$ cat config.mk
export PLATFORM = sky130hd
export DESIGN_NAME = alu_fsm
export DESIGN_NICKNAME = d
export VERILOG_FILES = /design/src/rtl/alu_fsm.sv
export SDC_FILE = /design/constraint.sdc
export NUM_CORES = 1
export LEC_CHECK = 0
export ABC_AREA = 1
export CORE_AREA = 2 2 39 41
export CTS_BUF_LIST = sky130_fd_sc_hd__clkbuf_4
export CTS_CLUSTER_SIZE = 40
export DETAILED_ROUTE_END_ITERATION = 10
export DIE_AREA = 0 0 41 43
export GPL_TIMING_DRIVEN = 1
export PLACE_DENSITY = 0.47
export SKIP_LAST_GASP = 1
export SLEW_MARGIN = 20
export SYNTH_ARGS = -nofsm -noshare
export SYNTH_HDL_FRONTEND = slang
export SYNTH_SLANG_ARGS = --single-unit
$ cat constraint.sdc
create_clock -name clka -period 0.8 [get_ports clka]
set_input_delay 0.16 -clock clka [delete_from_list [all_inputs] [get_ports clka]]
set_output_delay 0.16 -clock clka [all_outputs]
set_load 0.01 [all_outputs]
$ cat src/rtl/alu_fsm.sv
// -----------------------------------------------------------------------------
// alu_fsm
// Condition-code state machine for the branch unit. Remembers the N/Z/P status
// of the last value the ALU wrote to the register file and decides whether a
// conditional branch is taken. The decision matches the instruction's n/z/p
// mask against the stored condition, or against the condition being written
// in the same cycle, so a branch right after a compare needs no stall.
//
// Ports
//   clka          in   system clock, rising edge
//   reset_in      in   synchronous active-low reset (0 = reset)
//   n_dec_in      in   branch mask: take if negative
//   z_dec_in      in   branch mask: take if zero
//   p_dec_in      in   branch mask: take if positive
//   n_alu_in      in   ALU result negative flag
//   z_alu_in      in   ALU result zero flag
//   p_alu_in      in   ALU result positive flag
//   we_reg_in     in   register-file write enable; qualifies the ALU flags
//   br_in         in   current instruction is a conditional branch
//   pc_ctl_0_out  out  branch taken (combinational), PC control bit 0
//   state_out     out  current condition as {N,Z,P}; one-hot, or 000 in IDLE
// -----------------------------------------------------------------------------
module alu_fsm (
  input  logic       clka,
  input  logic       reset_in,
  input  logic       n_dec_in,
  input  logic       z_dec_in,
  input  logic       p_dec_in,
  input  logic       n_alu_in,
  input  logic       z_alu_in,
  input  logic       p_alu_in,
  input  logic       we_reg_in,
  input  logic       br_in,
  output logic       pc_ctl_0_out,
  output logic [2:0] state_out
);

  // State encodings double as the {N,Z,P} condition vector.
  localparam logic [2:0] IDLE = 3'b000;
  localparam logic [2:0] ST_N = 3'b100;
  localparam logic [2:0] ST_Z = 3'b010;
  localparam logic [2:0] ST_P = 3'b001;

  logic [2:0] state;
  logic [2:0] nxt;

  // Candidate next state. A write with all flags clear keeps the old
  // condition rather than falling back to IDLE; IDLE is reachable only by reset.
  always_comb begin
    // NOTE: default assignment first so every path drives nxt and no latch is inferred.
    nxt = state;
    if (we_reg_in) begin
      if (n_alu_in)      nxt = ST_N;
      else if (z_alu_in) nxt = ST_Z;
      else if (p_alu_in) nxt = ST_P;
    end
  end

  always_ff @(posedge clka) begin
    // NOTE: non-blocking assignments for registered state avoid ordering races between always blocks.
    if (!reset_in) state <= IDLE;
    else           state <= nxt;
  end

  // Branch decision uses nxt as a bypass of the state register, so a branch
  // issued alongside a flag-setting write sees the new flags.
  assign pc_ctl_0_out = reset_in & br_in &
                        |(nxt & {n_dec_in, z_dec_in, p_dec_in});

  assign state_out = state;

endmodule

==> results.json <==
{
  "syn_inst": 26,
  "violations": "negative setup slack",
  "routed_wirelength_um": 514,
  "synth_top_area_share_pct": 38.7,
  "grt_pass1_vias": 230,
  "antenna_found_initial": 0,
  "ir_drop_mv": 0.787,
  "arrival_ns": 1.02,
  "ioPinCount": 14,
  "slowest_stage": "dfxtp_2",
  "slowest_delay_ns": 0.33,
  "synthMuxAreaShare_pct": 0,
  "grt_pass1_wl_um": 862,
  "relSlewSlack_pct": 89.7,
  "nFillCells": 154,
  "grt_max_degree": 5,
  "root_buffer": "clkbuf_4",
  "final_area_um2": 442,
  "synth.net_count": 36,
  "setup_violations": 4,
  "final_antenna_net_count": 0,
  "clk_path_buf_depth": 2,
  "cpMostUsedCell": "inv_2",
  "drtIter0Drc": 1,
  "numCtsBuffers": 3,
  "grt_usage_pct": 7.92,
  "routed_via_density": 3.74,
  "critPathBufInv": 3,
  "multi_input_area_um2": 103,
  "cp_cell_sequence": "inv_2, nand2_2, nand4_1, nand3_1, nand2_1, inv_2, buf_6",
  "endpoint_kind": "primary output",
  "synth_top_family_by_area": "simple AND/OR/NAND/NOR gates",
  "syn_avg_cell_area_um2": 5.97,
  "design.die.area_um2": 1760,
  "dpl.hpwl_um": 377,
  "drive_gt1_share_pct": 55.8,
  "first_pass_iters": 2,
  "grt-ovfl-total": 0,
  "yosysUniqueCellTypes": 7,
  "die_w_um": 41,
  "p_total_uw": 632,
  "place.gp.congestion": 0.708,
  "routedWlPerCell_um": 7.56,
  "cts_sinks": 3,
  "largest_reg_flops": 3,
  "period_share_pct": 148,
  "insertion_delay_ns": 0.24,
  "cp_top_family": "flip-flops",
  "maxCapViolCount": 0,
  "p_leak_nw": 0.226,
  "synth_seq_area_share_pct": 38.7,
  "io_buffers": 13,
  "ys_seq_elements": 3,
  "start_kind": "flop",
  "syn2layout_area_growth_pct": 185,
  "hold_buffers": 0,
  "p_per_area_nw_per_um2": 1430,
  "synthAdderAreaFrac_pct": 0,
  "rsz0062_at_grt": "true",
  "synth_compound_area_share_pct": 3.23,
  "synthTopCellsByArea": "dfxtp_1, nand2_1, nand3_1",
  "start_util_pct": 11.2,
  "cts_max_level": 1,
  "ys_warn_count": 0,
  "synth_area_um2": 155,
  "status": "complete, but fails checks",
  "layout_setup_ws_ns": -0.381,
  "path_class": "flop to primary output",
  "vias": 254,
  "worstMarginPinSlew_ns": 0.154,
  "die-height_um": 43,
  "yosysTopAreaCell": "dfxtp_1",
  "hold_path_class": "input pin to flop",
  "fin_crit_ns": 1.18,
  "clock.fmax_mhz": 847,
  "rows": 14,
  "synthXorXnorAreaFrac_pct": 0,
  "dp_slack_ns": -1.01,
  "crit_fanout": 2,
  "synth-simple-area-share_pct": 48.4,
  "drc": 0,
  "finalHoldViolations": 0,
  "required_ns": 0.64,
  "nNetsFinal": 63,
  "register_area_um2": 63.8,
  "placed_area_um2": 352,
  "drv_slew": 0,
  "core_um2": 1380,
  "diodes": 0,
  "skew_ns": 0,
  "cts.clk_slew.worst_paths_ns": 0.04,
  "cts_tree": "yes"
}
==> layer usage <==
layer / vias up / share of wire (%) / global-route usage, %
met3: 0 / 12 / 8.38
li1: 132 / - / -
met1: 108 / 40 / 8.95
met2: 14 / 48 / 9.06
met4: 0 / 0 / 4.00
met5: - / 0 / 0
==> final timing paths <==
path	startpoint	to	slack (ns)	depth (start not counted)
min reg2reg	state_out[0]	state_out[0]	0.54	4
max	state_out[0]	pc_ctl_0_out	-0.38	7
max reg2reg	state_out[1]	state_out[1]	0.04	5
min	z_alu_in	state_out[0]	0.37	4
==> cell usage in the layout, fill, tap and decap left out <==
cell type / instances
buf_6: 7
nand2_1: 6
buf_4: 6
nand2_2: 5
clkdlybuf4s50_1: 5
clkbuf_4: 4
dlygate4sd2_1: 3
dfxtp_2: 3
nand3_2: 2
inv_2: 2
nand3_1: 2
inv_1: 2
nor2_1: 2
nand4_1: 1
a21oi_1: 1
clkdlybuf4s15_1: 1
==> synthesized netlist by cell type (all sizes together) <==
cell and count:
nand2 11, dfxtp 3, nand3 4, nand4 1
inv 4, nor2 2, a21oi 1
==> cells by family (layout without fill, tap and decap cells) <==
| family | after synthesis | in the layout |
|---|---|---|
| buffers and inverters | 4 | 30 |
| AND/OR/NAND/NOR | 18 | 18 |
| flip-flops | 3 | 3 |
| AO/OA/AOI/OAI | 1 | 1 |
==> layout make-up <==
| class | count | share of cell area (%) |
|---|---|---|
| Multi-Input combinational cell | 19 | 23.2 |
| Inverter | 4 | 3.40 |
| Sequential cell | 3 | 14.4 |
| Timing Repair Buffer | 22 | 47.6 |
| Tap cell | 16 | 4.53 |
| Clock buffer | 4 | 6.80 |
==> what timing repair did <==
item,in CTS,in global routing
resized for setup,33,2
setup endpoints to repair,7,5
buffers inserted,1,3
pin swaps,5,4
==> worst min-delay path, delay by kind of cell <==
kind,cells,cell delay (ns)
buffers and inverters,1,0.20
and+or+nand+nor,3,0.21
==> per-stage QoR <==
stage,instances,hold WS [ns],utilization [%],TNS (ns)
2_1_floorplan,26,0.304,-,-0.0547
4_1_cts,65,0.356,30.0,-0.934
3_5_place_dp,60,0.555,25.4,-2.91
3_3_place_gp,60,0.554,25.4,-2.95
5_1_grt,68,0.381,31.9,-1.25
6_report,68,0.368,31.9,-1.10
==> report_power, final <==
part | switching [mW] | internal (mW)
registers | 0.00505 | 0.160
clock network | 0.0870 | 0.221
logic | 0.0581 | 0.101
Power figures use the tool's default switching activity.
